--- src/rtl/int_issue_queue_pkg.sv ---
// Shared definitions for the integer issue queue.
// Holds the default widths, the ROB-id age comparators and the bit offsets of the
// opaque payload fields that downstream stages unpack.
package int_issue_queue_pkg;

  localparam int unsigned IsqPregW    = 6;
  localparam int unsigned IsqRobidW   = 7;
  localparam int unsigned IsqPayloadW = 256;

  // Payload field offsets. The queue itself never looks inside the payload.
  localparam int unsigned PayloadPcLsb    = 0;
  localparam int unsigned PayloadInstrLsb = 64;
  localparam int unsigned PayloadImmLsb   = 96;
  localparam int unsigned PayloadSqidLsb  = 160;
  localparam int unsigned PayloadPrdLsb   = 168;
  localparam int unsigned PayloadTypeLsb  = 176;
  localparam int unsigned PayloadFlagsLsb = 192;

  typedef logic [IsqRobidW-1:0] robid_t;

  // The MSB is a wrap bit: when the wrap bits differ the index comparison inverts.
  function automatic logic is_younger(input robid_t a, input robid_t b);
    return (a[IsqRobidW-1] ^ b[IsqRobidW-1]) ^ (a[IsqRobidW-2:0] > b[IsqRobidW-2:0]);
  endfunction

  function automatic logic is_older(input robid_t a, input robid_t b);
    return (a[IsqRobidW-1] ^ b[IsqRobidW-1]) ^ (a[IsqRobidW-2:0] < b[IsqRobidW-2:0]);
  endfunction

endpackage

--- src/rtl/isq_oldest_sel.sv ---
// Oldest-request selector.
// Ports:
//   req_i   - one request bit per entry
//   robid_i - ROB id of each entry
//   gnt_o   - one-hot grant of the oldest requesting entry
//   valid_o - at least one request was present
// Built as a binary tree of age comparators (log2(DEPTH) levels), stored heap-style:
// node n has children 2n and 2n+1, leaves sit at DEPTH..2*DEPTH-1, the root is node 1.
module isq_oldest_sel
  import int_issue_queue_pkg::*;
#(
  parameter int unsigned DEPTH   = 8,
  parameter int unsigned ROBID_W = IsqRobidW
) (
  input  logic [DEPTH-1:0]              req_i,
  input  logic [DEPTH-1:0][ROBID_W-1:0] robid_i,
  output logic [DEPTH-1:0]              gnt_o,
  output logic                          valid_o
);

  localparam int unsigned IdxW = $clog2(DEPTH);

  logic               node_vld [1:2*DEPTH-1];
  logic [ROBID_W-1:0] node_id  [1:2*DEPTH-1];
  logic [IdxW-1:0]    node_idx [1:2*DEPTH-1];

  always_comb begin
    for (int n = 1; n < 2 * DEPTH; n++) begin
      node_vld[n] = 1'b0;
      node_id[n]  = '0;
      node_idx[n] = '0;
    end
    for (int i = 0; i < DEPTH; i++) begin
      node_vld[DEPTH+i] = req_i[i];
      node_id[DEPTH+i]  = robid_i[i];
      node_idx[DEPTH+i] = IdxW'(i);
    end
    for (int n = DEPTH - 1; n >= 1; n--) begin
      // Right child wins only if it requests and the left one is absent or younger.
      if (node_vld[2*n+1] && (!node_vld[2*n] || is_older(node_id[2*n+1], node_id[2*n]))) begin
        node_vld[n] = 1'b1;
        node_id[n]  = node_id[2*n+1];
        node_idx[n] = node_idx[2*n+1];
      end else begin
        node_vld[n] = node_vld[2*n];
        node_id[n]  = node_id[2*n];
        node_idx[n] = node_idx[2*n];
      end
    end
    valid_o = node_vld[1];
    gnt_o   = '0;
    if (node_vld[1]) gnt_o[node_idx[1]] = 1'b1;
  end

endmodule

--- src/rtl/int_issue_queue.sv ---
// Out-of-order integer issue queue.
// Holds renamed micro-ops until both sources are ready, then offers the oldest ready
// entry to register read. Participates in redirect flush by ROB-id age.
// Ports:
//   clock, reset_n              - clock, asynchronous active-low reset
//   enq_*                       - dispatch interface (valid/ready handshake)
//   wb0_*, wb1_*                - writeback wakeup broadcasts
//   issue_*                     - selected op (valid/ready handshake)
//   flush_valid, flush_robid    - redirect: drop entries younger than flush_robid
//   count                       - number of valid entries
module int_issue_queue
  import int_issue_queue_pkg::*;
#(
  parameter int unsigned DEPTH     = 8,
  parameter int unsigned PREG_W    = IsqPregW,
  parameter int unsigned ROBID_W   = IsqRobidW,
  parameter int unsigned PAYLOAD_W = IsqPayloadW
) (
  input  logic                    clock,
  input  logic                    reset_n,
  input  logic                    enq_valid,
  output logic                    enq_ready,
  input  logic [ROBID_W-1:0]      enq_robid,
  input  logic [PREG_W-1:0]       enq_prs1,
  input  logic [PREG_W-1:0]       enq_prs2,
  input  logic                    enq_src1_rdy,
  input  logic                    enq_src2_rdy,
  input  logic [PAYLOAD_W-1:0]    enq_payload,
  input  logic                    wb0_valid,
  input  logic [PREG_W-1:0]       wb0_prd,
  input  logic                    wb1_valid,
  input  logic [PREG_W-1:0]       wb1_prd,
  output logic                    issue_valid,
  input  logic                    issue_ready,
  output logic [ROBID_W-1:0]      issue_robid,
  output logic [PREG_W-1:0]       issue_prs1,
  output logic [PREG_W-1:0]       issue_prs2,
  output logic [PAYLOAD_W-1:0]    issue_payload,
  input  logic                    flush_valid,
  input  logic [ROBID_W-1:0]      flush_robid,
  output logic [$clog2(DEPTH):0]  count
);

  localparam int unsigned IdxW = $clog2(DEPTH);
  localparam int unsigned CntW = IdxW + 1;

  // Control state (reset) and entry data (no reset; only read while valid).
  logic [DEPTH-1:0] valid_q, valid_d;
  logic [DEPTH-1:0] rdy1_q, rdy1_d;
  logic [DEPTH-1:0] rdy2_q, rdy2_d;
  logic [CntW-1:0]  count_q, count_d;

  logic [DEPTH-1:0][ROBID_W-1:0] robid_q;
  logic [DEPTH-1:0][PREG_W-1:0]  prs1_q;
  logic [DEPTH-1:0][PREG_W-1:0]  prs2_q;
  logic [PAYLOAD_W-1:0]          payload_q [DEPTH];

  logic [DEPTH-1:0] sel_req, sel_gnt;
  logic             sel_valid;
  logic [IdxW-1:0]  sel_idx;
  logic [IdxW-1:0]  free_idx;
  logic             free_found;
  logic             enq_fire, issue_fire;
  logic             enq_rdy1, enq_rdy2;
  logic [CntW-1:0]  flushed_cnt;

  // Select only from registered state, so a just-written entry waits one cycle.
  assign sel_req = valid_q & rdy1_q & rdy2_q;

  isq_oldest_sel #(
    .DEPTH   (DEPTH),
    .ROBID_W (ROBID_W)
  ) u_oldest_sel (
    .req_i   (sel_req),
    .robid_i (robid_q),
    .gnt_o   (sel_gnt),
    .valid_o (sel_valid)
  );

  always_comb begin
    sel_idx = '0;
    for (int i = 0; i < DEPTH; i++) begin
      if (sel_gnt[i]) sel_idx = sel_idx | IdxW'(i);
    end
  end

  always_comb begin
    free_idx   = '0;
    free_found = 1'b0;
    for (int i = 0; i < DEPTH; i++) begin
      if (!valid_q[i] && !free_found) begin
        free_idx   = IdxW'(i);
        free_found = 1'b1;
      end
    end
  end

  // Full blocks enqueue even if an issue frees a slot this cycle; no issue->enq path.
  assign enq_ready  = (count_q != CntW'(DEPTH)) && !flush_valid;
  assign enq_fire   = enq_valid && enq_ready;

  // A winner younger than the redirect is about to be flushed and must not issue.
  assign issue_valid = sel_valid && !(flush_valid && is_younger(robid_q[sel_idx], flush_robid));
  assign issue_fire  = issue_valid && issue_ready;

  assign issue_robid   = sel_valid ? robid_q[sel_idx]   : '0;
  assign issue_prs1    = sel_valid ? prs1_q[sel_idx]    : '0;
  assign issue_prs2    = sel_valid ? prs2_q[sel_idx]    : '0;
  assign issue_payload = sel_valid ? payload_q[sel_idx] : '0;
  assign count         = count_q;

  // Same-cycle writeback counts as ready at insertion.
  assign enq_rdy1 = enq_src1_rdy || (wb0_valid && wb0_prd == enq_prs1) ||
                    (wb1_valid && wb1_prd == enq_prs1);
  assign enq_rdy2 = enq_src2_rdy || (wb0_valid && wb0_prd == enq_prs2) ||
                    (wb1_valid && wb1_prd == enq_prs2);

  always_comb begin
    valid_d     = valid_q;
    rdy1_d      = rdy1_q;
    rdy2_d      = rdy2_q;
    flushed_cnt = '0;
    for (int i = 0; i < DEPTH; i++) begin
      rdy1_d[i] = rdy1_q[i] | (valid_q[i] && ((wb0_valid && wb0_prd == prs1_q[i]) ||
                                              (wb1_valid && wb1_prd == prs1_q[i])));
      rdy2_d[i] = rdy2_q[i] | (valid_q[i] && ((wb0_valid && wb0_prd == prs2_q[i]) ||
                                              (wb1_valid && wb1_prd == prs2_q[i])));
    end
    if (issue_fire) valid_d[sel_idx] = 1'b0;
    // An issuing winner is never younger than the flush point, so no double count.
    if (flush_valid) begin
      for (int i = 0; i < DEPTH; i++) begin
        if (valid_q[i] && is_younger(robid_q[i], flush_robid)) begin
          valid_d[i]  = 1'b0;
          flushed_cnt = flushed_cnt + CntW'(1);
        end
      end
    end
    if (enq_fire) begin
      valid_d[free_idx] = 1'b1;
      rdy1_d[free_idx]  = enq_rdy1;
      rdy2_d[free_idx]  = enq_rdy2;
    end
    count_d = count_q + CntW'(enq_fire) - CntW'(issue_fire) - flushed_cnt;
  end

  always_ff @(posedge clock or negedge reset_n) begin
    if (!reset_n) begin
      valid_q <= '0;
      rdy1_q  <= '0;
      rdy2_q  <= '0;
      count_q <= '0;
    end else begin
      valid_q <= valid_d;
      rdy1_q  <= rdy1_d;
      rdy2_q  <= rdy2_d;
      count_q <= count_d;
    end
  end

  always_ff @(posedge clock) begin
    if (enq_fire) begin
      robid_q[free_idx]   <= enq_robid;
      prs1_q[free_idx]    <= enq_prs1;
      prs2_q[free_idx]    <= enq_prs2;
      payload_q[free_idx] <= enq_payload;
    end
  end

endmodule
--- config.mk ---
export PLATFORM = sky130hd
export DESIGN_NAME = int_issue_queue
export DESIGN_NICKNAME = d
export VERILOG_FILES = /design/src/rtl/int_issue_queue_pkg.sv /design/src/rtl/isq_oldest_sel.sv /design/src/rtl/int_issue_queue.sv
export SDC_FILE = /design/constraint.sdc
export NUM_CORES = 2
export LEC_CHECK = 0
export ABC_AREA = 1
export BUFFER_PORTS_ARGS = -buffer_cell sky130_fd_sc_hd__clkbuf_2
export CORE_ASPECT_RATIO = 0.9
export CORE_MARGIN = 2
export CORE_UTILIZATION = 54
export CTS_CLUSTER_DIAMETER = 150
export CTS_CLUSTER_SIZE = 12
export DETAILED_ROUTE_END_ITERATION = 7
export PLACE_DENSITY = 0.83
export SYNTH_ARGS = -nofsm -noshare
export SYNTH_HDL_FRONTEND = slang
export SYNTH_SLANG_ARGS = --single-unit
--- constraint.sdc ---
create_clock -name clock -period 18.7 [get_ports clock]
set_input_delay 2.805 -clock clock [delete_from_list [all_inputs] [get_ports clock]]
set_output_delay 2.805 -clock clock [all_outputs]
set_load 0.02 [all_outputs]
==> flow_summary.json <==
{
  "nNetsFinal": 6534,
  "yosys_warnings": 0,
  "htreeDepth": 4,
  "antenna_found_initial": 67,
  "fillers": 11086,
  "cts_hold_buf": 0,
  "synth_fp_nets": 5995,
  "insertion_delay_ns": 0.88,
  "finalHoldViolCount": 0,
  "ir_worst_vdd_mv": 0.167,
  "ff2ff_path_depth": 50,
  "fin_crit_sh_pct": 67.8,
  "r2r_start": "robid_q[4]",
  "die_h_um": 384,
  "synth-edff-count": 2200,
  "setup_viol_count_final": 0,
  "track_usage_pct": 29.4,
  "synthCells": 5590,
  "synth_simple_gate_area_share_pct": 7.16,
  "fin_worst_skew_ns": 0.0695,
  "synth.area.mux_share_pct": 0.0116,
  "dpl_cell_area_um2": 91400,
  "rsz0062_at_grt": "false",
  "synthTopCellsByCount": "edfxtp_1, o22ai_1, nor2_1",
  "slew_headroom_pct": 4.91,
  "vias": 55583,
  "die_area_um2": 164000,
  "yosysMostFrequentCell": "edfxtp_1",
  "rows": 139,
  "finalWeightedCongestion": 0.931,
  "yosysUniqueCellTypes": 56,
  "drc_errors": 0,
  "sw_frac_of_total_pct": 33.2,
  "grt_pass1_vias": 55071,
  "crit_required_ns": 15.89,
  "wl_mm": 246,
  "cts_resized": 0,
  "yosys-top-cells-area": "edfxtp_1, o22ai_1, o221ai_1, nor2_1, nor4_1",
  "ys_seq_elements": 2228,
  "p_switching_uw": 4350,
  "grt_max_degree": 138,
  "worstSetupPathType": "reg -> out",
  "post_drt_wl_per_cell_um": 29.6,
  "synth_top_family_by_area": "compound AO/OA/AOI/OAI gates",
  "tightest_slew_ns": 1.43,
  "clk_path_buf_depth": 3,
  "cts-root-buf": "clkbuf_16",
  "synth-xor-area-share_pct": 0.666,
  "setup.worst_path.start": "robid_q[4]",
  "status": "finished clean",
  "cp-endpoint": "issue_valid",
  "cts_tree": "built",
  "finalInstanceArea_um2": 97000,
  "critPathLaunchType": "flop",
  "path_clk_slew_ns": 0.07,
  "layout-drive-gt1-share_pct": 15.9,
  "finalMaxSlewViolations": 0,
  "p_seq_share_pct": 44.6,
  "coreArea_um2": 159000,
  "cpPeakStageDelay_ns": 0.88,
  "drtIter0Drc": 8153,
  "pwr-share-clk_pct": 28.1,
  "reg2reg_slack_ns": 7.58,
  "maxCapViolCount": 0,
  "ys_seq_area_share_pct": 77.1,
  "synth_top_cell_area_share_pct": 76.3,
  "yosysTopAreaCell": "edfxtp_1",
  "fin_tns_setup_ns": 0,
  "cp_slowest_cell": "buf_4",
  "routed_via_density": 6.68,
  "fin_crit_ns": 12.67,
  "ys_async_sr_fraction_pct": 1.26,
  "numClockSinks": 2228,
  "hpwlAfterDp_mm": 134,
  "leakagePower_uw": 0.0325,
  "synth_flop_cell": "edfxtp_1",
  "arrival_ns": 9.86,
  "port_buffers": 583,
  "grt_pass1_wl_mm": 356,
  "cts_setup_buffers": 0,
  "avgSynthCellArea_um2": 15.5,
  "yosys.area_share.adder_pct": 1.50,
  "grt-ovfl-total": 0,
  "cts_inserted_buffers": 203,
  "max_freq_ghz": 0.0789,
  "fp.dieW_um": 426,
  "crit_fanout": 66,
  "synth_compound_area_share_pct": 10.7,
  "initial_core_util_pct": 54.4,
  "firstDrtPassIters": 8,
  "ioPinCount": 584,
  "worstReg2RegEnd": "count[3]",
  "cp-end-kind": "output pin",
  "antenna_left": 0,
  "hp-class": "reg -> reg",
  "comb_power_share_pct": 27.2,
  "syn_to_final_growth_pct": 12.1,
  "p_int_uw": 8760,
  "p_per_area_nw_per_um2": 135,
  "synth_area_um2": 86600
}
-- sequential cells by signal (all words and copies together), names as in the netlist --
register and cells:
rdy1_q 8, robid_q 56, rdy2_q 8, valid_q 8, payload_q 2048, prs2_q 48, prs1_q 48, count 4
-- cell type report --
type	instances	area, um^2	area share, %
Timing Repair Buffer	647	3520	3.63
Multi-Input combinational cell	2803	17500	18.0
Sequential cell	2228	66800	68.8
Tap cell	2115	2650	2.73
Clock inverter	16	412	0.424
Antenna cell	55	138	0.142
Clock buffer	210	5110	5.26
Inverter	246	946	0.975
-- cells in the final DEF, fill, tap and decap left out, drive strengths merged, types with 6 or more instances in the layout --
master,Yosys,final
o2111ai,22,22
edfxtp,2200,2200
clkbuf,93,793
o22ai,577,577
o211ai,8,8
nor3b,48,48
a221oi,15,15
nand2,360,360
o41ai,9,9
nor4,278,278
xor2,32,32
a21oi,84,84
nor2,479,479
xnor2,33,33
a32o,6,6
nor3,15,15
nand3,47,47
nand4,29,29
a211oi,6,6
clkinv,3,15
diode,0,55
o221ai,231,231
o21bai,210,210
o21ai,165,165
buf,220,64
a2111oi,15,15
or2,13,13
ha,99,99
inv,243,246
dfrtp,28,28
-- power by group through the flow --
stage / clock network [uW] / registers [uW] / logic (uW)
after detailed placement: 0 / 5940 / 3500
after floorplan: 0 / 6020 / 2130
after global placement: 0 / 5930 / 3420
after global routing: 3880 / 5860 / 3760
after CTS: 3710 / 5840 / 3540
final: 3690 / 5850 / 3570
-- how the worst min path moves through the flow --
stage / startpoint / end / slack [ns] / cells after the start
2_1_floorplan: rdy1_q[2] / rdy1_q[2] / 0.51 / 2
3_3_place_gp: rdy1_q[1] / rdy1_q[1] / 0.53 / 2
3_5_place_dp: rdy2_q[6] / rdy2_q[6] / 0.55 / 2
4_1_cts: rdy2_q[3] / rdy2_q[3] / 0.56 / 2
5_1_grt: rdy2_q[6] / rdy2_q[6] / 0.59 / 2
6_report: rdy1_q[3] / rdy1_q[3] / 0.56 / 2
-- per-stage QoR --
stage / hold slack [ns] / setup slack (ns) / utilization [%] / cells / power, uW
floorplan: 0.508 / 1.65 / - / 5590 / 8160
CTS: 0.561 / 6.00 / 60.8 / 8265 / 13100
global route: 0.591 / 5.05 / 60.9 / 8320 / 13500
finish: 0.559 / 6.03 / 60.9 / 8320 / 13100
global placement: 0.530 / 6.86 / 57.4 / 8039 / 9350
detailed placement: 0.546 / 6.91 / 57.4 / 8039 / 9440
-- per-layer routing --
layer | GRT usage, % | part of all wire [%]
met1 | 38.3 | 36
met5 | 0 | 0.065
met3 | 6.27 | 11
met4 | 16.9 | 5.6
met2 | 46.1 | 47
-- kinds of logic (layout without fill, tap and decap cells) --
kind of cell / Yosys count / after routing
AND/OR/NAND/NOR: 1273 / 1273
flip-flops: 2228 / 2228
multiplexers: 1 / 1
XOR/XNOR: 65 / 65
other: 0 / 55
AO/OA/AOI/OAI: 1362 / 1362
adder cells (fa/ha/maj): 102 / 102
buffers and inverters: 559 / 1119
-- critical path: cells and delay by family, from the launching register on --
family                     cells  cell delay [ns]
DFF                            1             0.43
xor gates and xnor gates       1             0.22
AOI/OAI and AO/OA             10             2.52
buffers and inverters          7             1.62
adders and majority gates      4             1.12
and+or+nand+nor               21             3.10
Power figures use the tool's default switching activity.
